===== src/rtl/gc_sched_mc.sv =====
// gc_sched_mc: multi-channel GC scheduler; picks a victim channel by
// watermark priority plus round-robin and runs its GC handshake.
// Ports: CLK, RST (sync, active-high); clean_num (per-channel counts);
// host_req; gc_start + victim_pages (grant); move_done_flag; clean_done;
// out: gc_request, gc_ch, gc_urgent, move_flag, request_blk_clean,
// request_done, gc_interrupt.
// Optional feature macro: GC_PREEMPT_EN (pause between page moves for host).
module gc_sched_mc #(
    parameter  int NUM_CH  = 4,
    parameter  int CNT_W   = 4,
    parameter  int PAGE_W  = 6,
    parameter  int LOW_WM  = 4,
    parameter  int CRIT_WM = 1,
    localparam int CH_W    = $clog2(NUM_CH)
) (
    input  logic                    CLK,
    input  logic                    RST,
    input  logic [NUM_CH*CNT_W-1:0] clean_num,
    input  logic                    host_req,
    input  logic                    gc_start,
    input  logic [PAGE_W-1:0]       victim_pages,
    input  logic                    move_done_flag,
    input  logic                    clean_done,
    output logic                    gc_request,
    output logic [CH_W-1:0]         gc_ch,
    output logic                    gc_urgent,
    output logic                    move_flag,
    output logic                    request_blk_clean,
    output logic                    request_done,
    output logic                    gc_interrupt
);

    localparam logic [31:0] LOW_U  = LOW_WM;
    localparam logic [31:0] CRIT_U = CRIT_WM;

    typedef enum logic [2:0] {
        IDLE, REQ, MOVE, PAUSE, CLEAN, DONE
    } state_t;

    state_t              state_q, state_d;
    logic [CH_W-1:0]     last_q, last_d;
    logic [CH_W-1:0]     ch_q, ch_d;
    logic                urg_q, urg_d;
    logic [PAGE_W-1:0]   cnt_q, cnt_d;

    logic [NUM_CH-1:0]   needy, crit, cand;
    logic                sel_found;
    logic [CH_W-1:0]     sel_ch;
    logic [CNT_W-1:0]    cur_clean;
    logic                cur_crit;
    logic                preempt;

    // Watermark classification and round-robin pick starting after last_q.
    always_comb begin
        needy     = '0;
        crit      = '0;
        sel_found = 1'b0;
        sel_ch    = '0;
        for (int i = 0; i < NUM_CH; i++) begin
            needy[i] = 32'(clean_num[i*CNT_W +: CNT_W]) < LOW_U;
            crit[i]  = 32'(clean_num[i*CNT_W +: CNT_W]) < CRIT_U;
        end
        cand = (|crit) ? crit : needy;
        for (int k = 1; k <= NUM_CH; k++) begin
            int j;
            j = int'(last_q) + k;
            if (j >= NUM_CH) j = j - NUM_CH;
            if (!sel_found && cand[j]) begin
                sel_found = 1'b1;
                sel_ch    = CH_W'(j);
            end
        end
    end

    // Clean count of the channel currently under GC (checked while paused).
    always_comb begin
        cur_clean = '0;
        for (int i = 0; i < NUM_CH; i++) begin
            if (CH_W'(i) == ch_q) cur_clean = clean_num[i*CNT_W +: CNT_W];
        end
        cur_crit = 32'(cur_clean) < CRIT_U;
    end

`ifdef GC_PREEMPT_EN
    assign preempt = host_req && !urg_q;
`else
    assign preempt = 1'b0;
`endif

    always_comb begin
        state_d = state_q;
        last_d  = last_q;
        ch_d    = ch_q;
        urg_d   = urg_q;
        cnt_d   = cnt_q;
        unique case (state_q)
            IDLE: begin
                if (sel_found) begin
                    ch_d    = sel_ch;
                    urg_d   = |crit;
                    state_d = REQ;
                end
            end
            REQ: begin
                // A coincident move_done_flag is a stray and is dropped.
                if (gc_start) begin
                    cnt_d   = victim_pages;
                    state_d = (victim_pages == '0) ? CLEAN : MOVE;
                end
            end
            MOVE: begin
                if (move_done_flag) begin
                    cnt_d = cnt_q - PAGE_W'(1);
                    if (cnt_q == PAGE_W'(1)) begin
                        state_d = CLEAN;
                    end else if (preempt) begin
                        state_d = PAUSE;
                    end
                end
            end
            PAUSE: begin
                // Channel running out of blocks overrides the host.
                if (cur_crit) begin
                    urg_d   = 1'b1;
                    state_d = MOVE;
                end else if (!host_req) begin
                    state_d = MOVE;
                end
            end
            CLEAN: begin
                if (clean_done) state_d = DONE;
            end
            DONE: begin
                last_d  = ch_q;
                urg_d   = 1'b0;
                state_d = IDLE;
            end
            default: state_d = IDLE;
        endcase
    end

    always_ff @(posedge CLK) begin
        if (RST) begin
            state_q <= IDLE;
            last_q  <= CH_W'(NUM_CH - 1);
            ch_q    <= '0;
            urg_q   <= 1'b0;
            cnt_q   <= '0;
        end else begin
            state_q <= state_d;
            last_q  <= last_d;
            ch_q    <= ch_d;
            urg_q   <= urg_d;
            cnt_q   <= cnt_d;
        end
    end

    assign gc_request        = (state_q == REQ);
    assign move_flag         = (state_q == MOVE);
    assign request_blk_clean = (state_q == CLEAN);
    assign request_done      = (state_q == DONE);
    assign gc_ch             = ch_q;
    assign gc_urgent         = urg_q;
`ifdef GC_PREEMPT_EN
    assign gc_interrupt      = (state_q == PAUSE);
`else
    assign gc_interrupt      = 1'b0;
`endif

endmodule


===== config.mk =====
export PLATFORM = sky130hd
export DESIGN_NAME = gc_sched_mc
export DESIGN_NICKNAME = d
export VERILOG_FILES = /design/src/rtl/gc_sched_mc.sv
export SDC_FILE = /design/constraint.sdc
export NUM_CORES = 1
export LEC_CHECK = 0
export ABC_AREA = 1
export ABC_CLOCK_PERIOD_IN_PS = 1700
export BUFFER_PORTS_ARGS = -buffer_cell sky130_fd_sc_hd__buf_2
export CAP_MARGIN = 20
export CORE_MARGIN = 1.5
export CORE_UTILIZATION = 52
export CTS_CLUSTER_DIAMETER = 200
export DETAILED_ROUTE_END_ITERATION = 16
export GPL_TIMING_DRIVEN = 0
export HOLD_SLACK_MARGIN = 0.03
export PLACE_DENSITY_LB_ADDON = 0.08
export SLEW_MARGIN = 10
export SYNTH_ARGS = -nofsm -noshare
export SYNTH_HDL_FRONTEND = slang
export SYNTH_SLANG_ARGS = --single-unit

===== constraint.sdc =====
create_clock -name CLK -period 1.7 [get_ports CLK]
set_clock_uncertainty 0.05 [all_clocks]
set_input_delay 0 -clock CLK [delete_from_list [all_inputs] [get_ports CLK]]
set_output_delay 0 -clock CLK [all_outputs]
set_load 0.005 [all_outputs]

# Word-level counts from Yosys, hierarchy flattened
# Cells that the tools add are included.
dict set report word_totals {
  in_bits 28
  out_inout_bits 8
  reg_bits 14
  elab_cells 107
}
dict set report classes {
  reduce_logical 16
  n_addsub 9
  eq_ne 16
  n_mux 44
  n_lt_le_gt_ge 17
}
# cell count
set ops {}
lappend ops {{32-bit by 4-bit less-than comparator with 1-bit output, second input constant} 4}
lappend ops {{32-bit two-way mux} 4}
lappend ops {{3-bit two-way mux} 8}
lappend ops {{4-bit by 1-bit less-than comparator with 1-bit output, second input constant} 5}
lappend ops {{4-bit two-way mux} 5}
lappend ops {{4-bit by 3-bit less-than comparator with 1-bit output, second input constant} 4}
lappend ops {{3-bit case mux with 5 select lines} 1}
lappend ops {{1-bit two-way mux} 14}
lappend ops {{6-bit two-way mux} 2}
lappend ops {{6-bit case mux with 2 select lines} 1}
lappend ops {{3-bit by 3-bit subtractor with 4-bit output, second input constant} 3}
lappend ops {{2-bit != test, second input constant} 5}
lappend ops {{3-bit greater-or-equal comparator, second input constant} 3}
lappend ops {{1-bit binary-select mux with 2-bit select} 4}
lappend ops {{2-bit two-way mux} 4}
lappend ops {{2-bit by 2-bit adder with 3-bit output, second input constant} 2}
lappend ops {{3-bit by 2-bit equality test with 1-bit output, second input constant} 2}
lappend ops {{3-bit equality test, second input constant} 2}
lappend ops {{6-bit by 1-bit equality test with 1-bit output, second input constant} 1}
lappend ops {{6-bit zero test} 1}
lappend ops {{3-bit AND reduction} 2}
lappend ops {{6-bit AND reduction} 1}
lappend ops {{6-bit by 1-bit subtractor with 6-bit output, second input constant} 1}
lappend ops {{4-bit by 3-bit subtractor with 5-bit output, second input constant} 1}
lappend ops {{17 further kinds} 22}

# Longest topological paths before layout
# Gate-level depths: netlist of the first run.
dict set report logic_depth {
  depth_word 18
  depth_mapped 14
  depth_no_buf 14
}

# Least setup slack after synthesis of the first run
# OpenSTA, ideal clock, no wires.
dict set report synth_timing {
  path_kind {reg-to-reg}
  start {register state_q[0]}
  end {register cnt_q[1]}
  setup_ps 124
  arrival_ps 1362
  path_stages_with_launch 7
  t_required_ps 1526
  path_slack_ps 164
  path_buffers 0
  period_less_slack_ps 1536
  path_cell_list {dfxtp_1 nor3_4 nand2_1 a21oi_2 inv_2 a211oi_1 a211oi_1}
}
dict set report synth_via {
  elab_chain_cells 3
  elab_cells_between_ends 7
  classes_between {eq/ne: 4; mux: 1; reduce/logical: 2}
}
# element line_no
set synth_lines {}
lappend synth_lines {{from (decl)} 40} ;# state_t state_q, state_d;
lappend synth_lines {{from (signal assigned)} 150} ;# state_q <= state_d;
lappend synth_lines {{3-bit by 2-bit equality test with 1-bit output *} --}
lappend synth_lines {{named net move_flag} 27} ;# output logic move_flag,
lappend synth_lines {{2-bit != test (no line) or 2-bit nonzero test (tied branches)} --}
lappend synth_lines {{3-bit AND reduction (no line)} --}
lappend synth_lines {{to (signal assigned)} 154} ;# cnt_q <= cnt_d;
lappend synth_lines {{to (decl)} 44} ;# logic [PAGE_W-1:0] cnt_q, cnt_d;
# The timed path passes the listed nets; every way through them passes the cells marked *.
# A chain may end at the register's enable or synchronous reset.

# Final worst setup path of the first run
dict set report layout_timing {
  start {register last_q[0]}
  end {register state_q[1]}
}
dict set report layout_via {
  elab_chain_cells 18
  elab_cells_between_ends 40
  classes_between {add/sub: 8; order compare: 4; eq/ne: 1; mux: 20; reduce/logical: 7}
}
# element line_no
set layout_lines {}
lappend layout_lines {{from (decl)} 41} ;# logic [CH_W-1:0] last_q, last_d;
lappend layout_lines {{from (signal assigned)} 145} ;# last_q <= CH_W'(NUM_CH - 1);
lappend layout_lines {{from (signal assigned)} 151} ;# last_q <= last_d;
lappend layout_lines {{2-bit by 1-bit adder with 3-bit output} 66} ;# j = int'(last_q) + k;
lappend layout_lines {{3-bit by 3-bit subtractor with 4-bit output or 3-bit greater-or-equal comparator (tied branches)} 67} ;# if (j >= NUM_CH) j = j - NUM_CH;
lappend layout_lines {{32-bit two-way mux} 67}
lappend layout_lines {{1-bit binary-select mux with 2-bit select} 68} ;# if (!sel_found && cand[j]) begin
lappend layout_lines {{1-bit two-way mux (not written as such) (2 in series)} 68}
lappend layout_lines {{1-bit two-way mux} 68}
lappend layout_lines {{1-bit zero test} 68}
lappend layout_lines {{1-bit logical AND} 68}
lappend layout_lines {{1-bit two-way mux} 68}
lappend layout_lines {{1-bit zero test} 68}
lappend layout_lines {{1-bit logical AND} 68}
lappend layout_lines {{1-bit two-way mux} 68}
lappend layout_lines {{1-bit zero test} 68}
lappend layout_lines {{1-bit logical AND} 68}
lappend layout_lines {{1-bit two-way mux *} 68}
lappend layout_lines {{2-bit != test (no line) *} --}
lappend layout_lines {{6-bit AND reduction (no line) *} --}
# Every way passes the cells marked *; elsewhere a longest branch is shown, timed or not. The select of a mux whose other input is x is not followed.

==> results of run 1 <==
## cell usage after synthesis, drive strengths merged
cell	n	share of area, %
nor2	35	13
nand3b	3	1.7
and2	1	0.68
xor2	3	2.6
nor3	3	2.0
o211ai	5	2.9
inv	21	6.1
a41oi	1	0.68
ha	2	1.9
dfxtp	14	22
a211o	1	0.68
conb	1	0.29
a211oi	2	1.2
nand4	1	1.7
nand2	52	18
a22o	1	0.68
o21a	1	0.58
nor4	1	0.49
nand3	26	13
a31oi	2	0.97
buf	2	1.2
o21ai	7	2.7
a21oi	11	4.9
## per-layer routing
| layer | GRT usage, % | up-vias | part of all wire (%) |
|---|---|---|---|
| li1 | - | 761 | - |
| met5 | 0 | - | 0 |
| met1 | 28.1 | 686 | 41 |
| met4 | 12.8 | 0 | 2.6 |
| met2 | 51.5 | 50 | 53 |
| met3 | 2.29 | 12 | 3.8 |
## registers in the layout, summed over array words and instances, names as in the netlist
name and cells:
gc_urgent 1, gc_ch 2, state_q 3, cnt_q 6, last_q 2
## path summary, 6_finish.rpt
kind,startpoint,endpoint,slack [ns],cells past startpoint
setup / recovery,last_q[0],state_q[1],0.08,10
hold / removal,victim_pages[4],cnt_q[4],0.07,4
hold reg to reg,gc_urgent,gc_urgent,0.46,2
setup reg to reg,last_q[0],state_q[1],0.08,10
## stage by stage
step | power (W) | cell area, um2 | worst slack, ns
finish | 0.00230 | 1760 | 0.0850
global placement | 0.00184 | 1490 | -0.0220
global route | 0.00250 | 1760 | -0.0331
detailed placement | 0.00188 | 1490 | -0.0308
CTS | 0.00219 | 1630 | 0.0173
floorplan | 0.00158 | 1290 | 0.164
## worst max-delay path, cell delays in order, from the launching register on
cell and delay (ns):
dfxtp_2 0.33, buf_8 0.13, clkinvlp_4 0.13, nand3_1 0.14, nand3_1 0.13, and2_4 0.19, nand4_4 0.15, nand2_2 0.12
nand2_1 0.05, nand2_1 0.07, nor2_2 0.03
## what timing repair did
action / in CTS / in global routing
endpoints found under the hold margin: 8 / 0
cloned: 0 / 0
hold buffers: 7 / 0
pin swaps: 1 / 7
resized for setup: 4 / 14
buffers inserted: 1 / 10
setup endpoints to repair: 4 / 7
## power groups by stage
| stage | Clock, W | Sequential [W] | Combinational (W) |
|---|---|---|---|
| floorplan | 0 | 0.000556 | 0.00102 |
| global placement | 0 | 0.000569 | 0.00127 |
| detailed placement | 0 | 0.000579 | 0.00130 |
| CTS | 0.000253 | 0.000572 | 0.00137 |
| global route | 0.000259 | 0.000596 | 0.00164 |
| finish | 0.000249 | 0.000580 | 0.00147 |
## kinds of logic (layout without fill, tap and decap cells)
family	after synthesis	count (layout)	share of synthesized area [%]
adders and majority gates	2	2	1.94
and+or+nand+nor	122	122	50.9
DFF	14	14	21.7
other	1	1	0.291
buffers and inverters	23	79	7.28
xor gates and xnor gates	3	3	2.62
AOI/OAI and AO/OA	31	31	15.2
## area by class of cell
| class | count | area (um2) | area share [%] |
|---|---|---|---|
| repair buffers | 52 | 327 | 18.6 |
| well taps | 28 | 35.0 | 2.00 |
| clock buffers | 4 | 36.3 | 2.07 |
| plain buffers | 2 | 22.5 | 1.28 |
| flip-flops and latches | 14 | 287 | 16.3 |
| inverters | 21 | 82.6 | 4.70 |
| multi-input cells | 159 | 966 | 55.0 |
==> results.tsv, run 1 <==
metric	value	unit
wl	3600	um
nets	283	
hold_violations	0	
cp-start-kind	flip-flop	
placedCellCount	258	
netlist_instances	196	
syn_area_per_cell	6.58	um2
die_h	52.8	um
antenna_found_initial	0	
wl_per_cell	12.9	um
grt_use_total	26.6	%
slew_violations	0	
layout_commonest_cell	nand2_1	
gr-total-overflow	0	
grt_pass1_vias	1370	
io_pins	36	
leakagePower	0.813	nW
p_per_area	1310	mW/mm2
seq_area_frac_synth	21.7	%
place.gp.congestion	0.843	
clock_power_share	10.8	%
drive_above_1_share	39.7	%
switchingPower	0.00111	W
layout_min_cycle_time	1.62	ns
setup_viol	0	
yosysWarnings	0	
grt_first_pass_wirelength	5540	um
dpl.hpwl	2530	um
rsz0062_at_grt	true	
syn_to_final_growth	36.2	%
htree_num_levels	1	
core_area	0.00228	mm2
ys_types	34	
holdWs	0.0727	ns
worstSkewPairLatency	0.29	ns
fmax	619	MHz
clk_root_buffer_cell	clkbuf_4	
fin_tns_setup	0	ns
drt_iter0_drc	45	
n_fill_cell	168	
status	finished clean	
syn_nets	226	
switching_share	48.4	%
insertedDiodeCount	0	
hold_class	in -> reg	
remaining_drc_errors	0	
drtAntennaViolNets	0	
grt_max_degree	9	
crit_type	reg -> reg	
p_seq_share	25.2	%
power.internal	0.00119	W
via_per_inst	5.39	
power_frac_comb	63.9	%
stdcell_count	280	
clk_path_buf_depth	2	
port_buffers	34	
drt_pass1_iterations	4	
fin_crit_sh	95.0	%
final_cell_mix	nand2_1, buf_2, nor2_1	
clock-sinks	14	
path_max_fanout	7	
num_vias	1509	
worstPathArrival	1.76	ns
cts_buffers	3	
start_util	56.6	%
required	1.84	ns
fin_util	77.1	%
max_cap_violations	0	
die_area	0.00279	mm2
clkTransAtPathRegs	0.09	ns
rows	17	
cts_tree	done	
ys_ff_latch	14	
die_w	52.8	um
critPathCaptureType	flip-flop	
vdd_drop_max	1220	uV
syn_area	0.00129	mm2
No activity file was read; power rests on OpenSTA's default activity.
==> run 2: changes to the inputs <==
--- a/config.mk
+++ b/config.mk
@@ -15,7 +15,7 @@
 export DETAILED_ROUTE_END_ITERATION = 16
 export GPL_TIMING_DRIVEN = 0
 export HOLD_SLACK_MARGIN = 0.03
-export PLACE_DENSITY_LB_ADDON = 0.08
+export PLACE_DENSITY = 0.81
 export SLEW_MARGIN = 10
 export SYNTH_ARGS = -nofsm -noshare
 export SYNTH_HDL_FRONTEND = slang
==> run 2 against run 1 <==
The run now ends with setup timing left. Cell count is the same. Power grew 5.6%. Count of clock-buffer cells in the layout is the same. Via count grew 2.4%. Global-route usage shrank 0.57 points. Fmax shrank 6.6%. Worst hold slack lost 0.038 ns. Flip-flop and latch count is the same. Cell area shrank 0.50%.
==> results.tsv, run 2 (same netlist as run 1, synthesis figures left out) <==
metric	value	unit
status	finished, violations left	
violations	setup timing	
power_frac_comb	65.6	%
insertedDiodeCount	0	
start_util	56.6	%
required	1.85	ns
io_pins	36	
clk_path_buf_depth	2	
fmax	579	MHz
fin_crit_sh	102	%
reg2reg_depth	6	
clock-sinks	14	
syn_to_final_growth	35.5	%
place.gp.congestion	0.856	
hold_class	in -> reg	
dpl_cell_area	0.00149	mm2
switchingPower	0.00120	W
p_seq_share	24.1	%
nets	283	
rr_startpoint	state_q[2]	
dpl.hpwl	2430	um
worstHoldStart	victim_pages[1]	
final_cell_mix	nand2_1, buf_2, nor2_1	
wl_per_cell	13.9	um
layout_min_cycle_time	1.73	ns
drt_pass1_iterations	5	
leakagePower	0.812	nW
top_register	cnt_q	
via_per_inst	5.52	
max_cap_violations	0	
port_buffers	34	
seq_area	283	um2
die_w	52.8	um
grt_max_degree	9	
wl	3900	um
path_max_fanout	5	
die_area	0.00279	mm2
rows	17	
fin_ws	-0.0284	ns
p_per_area	1390	mW/mm2
n_fill_cell	169	
gr-total-overflow	0	
hold_violations	0	
antenna_found_initial	0	
final_area	0.00175	mm2
cp-start-kind	flip-flop	
stdcell_count	280	
drtAntennaViolNets	0	
crit_type	reg -> reg	
drive_above_1_share	40.1	%
hold_depth	3	
layout_commonest_cell	nand2_1	
largest_reg_flops	6	
setup_viol	1	
multi_input_comb_area	971	um2
remaining_drc_errors	0	
drt_iter0_drc	44	
clock_power_share	10.3	%
vdd_drop_max	1020	uV
htree_num_levels	1	
cts_buffers	3	
worstSkewPairLatency	0.29	ns
grt_use_total	26.0	%
clkTransAtPathRegs	0.10	ns
holdPathEnd	cnt_q[1]	
num_vias	1545	
clk_root_buffer_cell	clkbuf_4	
dp_slack	-0.0771	ns
r2r_slack	-0.03	ns
grt_first_pass_wirelength	5440	um
rsz0062_at_grt	true	
slew_violations	0	
worstReg2RegEnd	cnt_q[2]	
placedCellCount	258	
cts_tree	done	
power	0.00243	W
die_h	52.8	um
worstPathArrival	1.88	ns
critPathCaptureType	flip-flop	
switching_share	49.3	%
power.internal	0.00123	W
grt_pass1_vias	1374	
reg_top3	cnt_q x6, state_q x3	
core_area	0.00228	mm2
## run 2: critical path, stage by stage, from the launching register on
cell and delay (ns):
dfxtp_1 0.39, nor3_4 0.32, nand2_1 0.16, a21oi_4 0.25, buf_4 0.17, o21ai_0 0.09, a31oi_1 0.19
## run 2: repair_timing
item	CTS	global route
setup endpoints to repair	5	7
endpoints found under the hold margin	8	0
pin swaps	1	2
setup buffers	3	9
resized for setup	2	13
hold buffers	6	0
## run 2: how the worst max path moves through the flow
stage | slack, ns | cells past startpoint | end | from
detailed placement | -0.08 | 6 | cnt_q[1] | state_q[2]
CTS | 0.02 | 10 | state_q[1] | last_q[1]
finish | -0.03 | 6 | cnt_q[2] | state_q[2]
global placement | -0.06 | 7 | cnt_q[1] | state_q[1]
floorplan | 0.16 | 6 | cnt_q[1] | state_q[0]
global route | -0.1 | 6 | cnt_q[2] | state_q[2]
## run 2: per-layer routing
metal	GRT usage, %	vias to the layer above	part of all wire, %
li1	-	763	-
met3	4.29	15	4.0
met4	7.26	0	2.9
met5	0	-	0
met2	51.2	55	54
met1	27.7	712	39
## run 2: layout make-up
cell class / count / share of cell area [%]
Clock buffer: 4 / 2.08
Buffer: 2 / 1.07
Inverter: 21 / 4.73
Timing Repair Buffer: 52 / 18.3
Multi-Input combinational cell: 159 / 55.6
Tap cell: 28 / 2.01
Sequential cell: 14 / 16.2
## run 2: power groups by stage
stage	clock network [W]	logic [W]	registers [W]
2_1_floorplan	0	0.00102	0.000556
3_3_place_gp	0	0.00129	0.000577
3_5_place_dp	0	0.00131	0.000577
4_1_cts	0.000241	0.00138	0.000570
5_1_grt	0.000266	0.00177	0.000600
6_report	0.000250	0.00159	0.000584
## run 2: metrics by stage
| stage | setup TNS [ns] | utilization [%] | hold slack (ns) |
|---|---|---|---|
| floorplan | 0 | - | 0.0124 |
| global placement | -0.0831 | 65.6 | 0.214 |
| detailed placement | -0.185 | 65.6 | 0.213 |
| CTS | 0 | 71.4 | 0.0361 |
| global route | -0.419 | 76.7 | 0.0604 |
| finish | -0.0284 | 76.7 | 0.0343 |
==> run 3: changes to the inputs <==
==> config.mk (replaced) <==
export PLATFORM = sky130hd
export DESIGN_NAME = gc_sched_mc
export DESIGN_NICKNAME = d
export VERILOG_FILES = /design/src/rtl/gc_sched_mc.sv
export SDC_FILE = /design/constraint.sdc
export NUM_CORES = 1
export LEC_CHECK = 0
export ABC_AREA = 0
export ABC_CLOCK_PERIOD_IN_PS = 1700
export BUFFER_PORTS_ARGS = -buffer_cell sky130_fd_sc_hd__buf_2
export CAP_MARGIN = 20
export CORE_MARGIN = 1.5
export CORE_UTILIZATION = 51
export CTS_CLUSTER_DIAMETER = 200
export DETAILED_ROUTE_END_ITERATION = 16
export GPL_TIMING_DRIVEN = 0
export HOLD_SLACK_MARGIN = 0.03
export PLACE_DENSITY = 0.8
export SYNTH_ARGS = -nofsm -noshare
export SYNTH_HDL_FRONTEND = slang
export SYNTH_SLANG_ARGS = --single-unit
==> run 3 against run 2 <==
The flow still finishes with violations (setup timing). Synthesized cell count decreased by 20%. Clock power decreased by 2%. Worst hold slack about the same. Critical path type unchanged. Critical endpoint is now state_q[2]. Highest routed layer unchanged.
==> results.tsv, run 3 <==
metric	value	unit
clk_path_buf_depth	2	
largest_reg_flops	6	
rows	17	
worstHoldStart	victim_pages[5]	
cts_tree	done	
switchingPower	0.000570	W
io_pins	36	
slew_violations	0	
grt_max_degree	11	
grt_use_total	28.1	%
fin_tns_setup	-0.138	ns
synth.top_cells.by_area	dfxtp_1, nor2_1, o21ai_0	
synth_top_area_share	23.9	%
die_area	0.00260	mm2
crit_type	reg -> reg	
rr_startpoint	cnt_q[2]	
syn_nets	187	
wl	3550	um
worstSkewPairLatency	0.29	ns
drt_iter0_drc	61	
required	1.88	ns
nets	225	
grt_first_pass_wirelength	5620	um
die_w	51.0	um
insertedDiodeCount	0	
clock_power_share	17.2	%
htree_num_levels	1	
p_seq_share	34.4	%
critPathCaptureType	flip-flop	
crit_start	cnt_q[2]	
layout_min_cycle_time	1.79	ns
synth_common_cells	nor2_1, dfxtp_1, o21ai_0	
port_buffers	34	
grt_pass1_vias	1269	
cp_slowest_stage_delay	0.54	ns
synthMostInstantiatedCell	nor2_1	
setup_viol	2	
path_max_fanout	4	
hold_violations	0	
place.gp.congestion	0.939	
netlist_instances	157	
die_h	51.0	um
p_per_area	958	mW/mm2
fin_crit_sh	105	%
synth_edf_count	0	
ys_types	50	
reg_top3	cnt_q x6, state_q x3	
crit_cells	5	
ys.flop_type	dfxtp_1	
clock-sinks	14	
fmax	560	MHz
async_flop_share	0	%
hold_class	in -> reg	
max_cap_violations	0	
layout_commonest_cell	buf_2	
tightest_slew	0.646	ns
fin_ws	-0.0855	ns
via_per_inst	6.27	
ys_ff_latch	14	
netlist.top_cell.by_area	dfxtp_1	
drive_above_1_share	36.6	%
seq_area_frac_synth	23.9	%
crit_end	state_q[2]	
num_vias	1393	
top_register	cnt_q	
vdd_drop_max	674	uV
path_delay_family	simple AND/OR/NAND/NOR gates	
reg2reg_depth	5	
power.internal	0.000860	W
syn_to_final_growth	27.1	%
holdWs	0.0344	ns
antenna_found_initial	0	
drtAntennaViolNets	0	
worstPathCellList	or4_4, o21ai_2, a21oi_2, nor4_1, a22o_1	
drt_pass1_iterations	4	
start_util	53.6	%
status	finished, violations left	
cp-start-kind	flip-flop	
r2r_slack	-0.09	ns
worstReg2RegEnd	state_q[2]	
worstPathArrival	1.97	ns
rsz0062_at_grt	true	
violations	setup timing	
power_frac_comb	48.3	%
gr-total-overflow	0	
clk_root_buffer_cell	clkbuf_4	
wl_per_cell	16.0	um
relSlewSlack	56.6	%
cpMaxStageDelayCell	or4_4	
leakagePower	0.608	nW
dpl.hpwl	2570	um
cts_buffers	3	
path_buf_inv	0	
final_cell_mix	buf_2, nor2_1, nand2_1, o21ai_0, a21oi_1	
core_area	0.00219	mm2
switching_share	39.8	%
remaining_drc_errors	0	
yosysWarnings	0	
syn_area	0.00117	mm2
clkTransAtPathRegs	0.09	ns
syn_area_per_cell	7.48	um2
[run 3: worst min-delay path by stage]
stage	endpoint	cells after the start	slack, ns
floorplan	last_q[1]	1	0.04
global placement	state_q[1]	3	0.23
detailed placement	last_q[1]	2	0.24
CTS	cnt_q[0]	3	0.03
global route	cnt_q[0]	3	0.04
finish	cnt_q[5]	3	0.03
[run 3: area by class of cell]
| cell class | count | area (um2) |
|---|---|---|
| Buffer | 7 | 42.5 |
| Clock buffer | 4 | 36.3 |
| Fill cell | 202 | 699 |
| Inverter | 4 | 15.0 |
| Multi-Input combinational cell | 128 | 875 |
| Sequential cell | 14 | 288 |
| Tap cell | 28 | 35.0 |
| Timing Repair Buffer | 37 | 200 |
[run 3: metal layers]
| layer | track usage, % | wire length, um |
|---|---|---|
| met1 | 38.4 | 1550 |
| met2 | 43.5 | 1690 |
| met3 | 8.48 | 301 |
| met4 | 5.86 | 9 |
| met5 | 0 | 0 |
[run 3: cell families (layout without fill, tap and decap cells)]
logic type	after synthesis	after routing	share of synthesized area, %
mux	2	2	2.88
other cells	1	1	0.320
compound gates	52	52	30.2
flops	14	14	23.9
simple gates	71	71	34.4
fa+ha+maj	2	2	2.13
buf+inv	15	52	6.18
[run 3: tightest hold or removal path, delay by kind of cell]
family                 cells  cell delay (ns)
AO/OA/AOI/OAI              2             0.23
buffers and inverters      1             0.10
[run 3: power groups by stage]
stage,registers [W],clock network [W],logic (W)
floorplan,0.000445,0,0.000440
global placement,0.000457,0,0.000606
detailed placement,0.000460,0,0.000623
CTS,0.000484,0.000249,0.000635
global route,0.000503,0.000270,0.000764
finish,0.000492,0.000246,0.000691
[run 3: through the flow]
stage	std cells	cell area [um2]	setup WS [ns]	util (%)	power (W)
global placement	219	1390	-0.297	63.4	0.00106
global route	222	1490	-0.135	68.1	0.00154
CTS	224	1480	-0.0387	67.4	0.00137
finish	222	1490	-0.0855	68.1	0.00143
floorplan	157	1180	-0.0604	-	0.000885
detailed placement	219	1390	-0.295	63.4	0.00108
[run 3: what timing repair did]
action / in CTS / in global routing
cloned: 0 / 0
hold endpoints to repair: 4 / 0
setup endpoints to repair: 11 / 10
hold buffers: 3 / 0
pin swaps: 1 / 4
gates resized for setup: 12 / 16
buffers inserted: 0 / 0
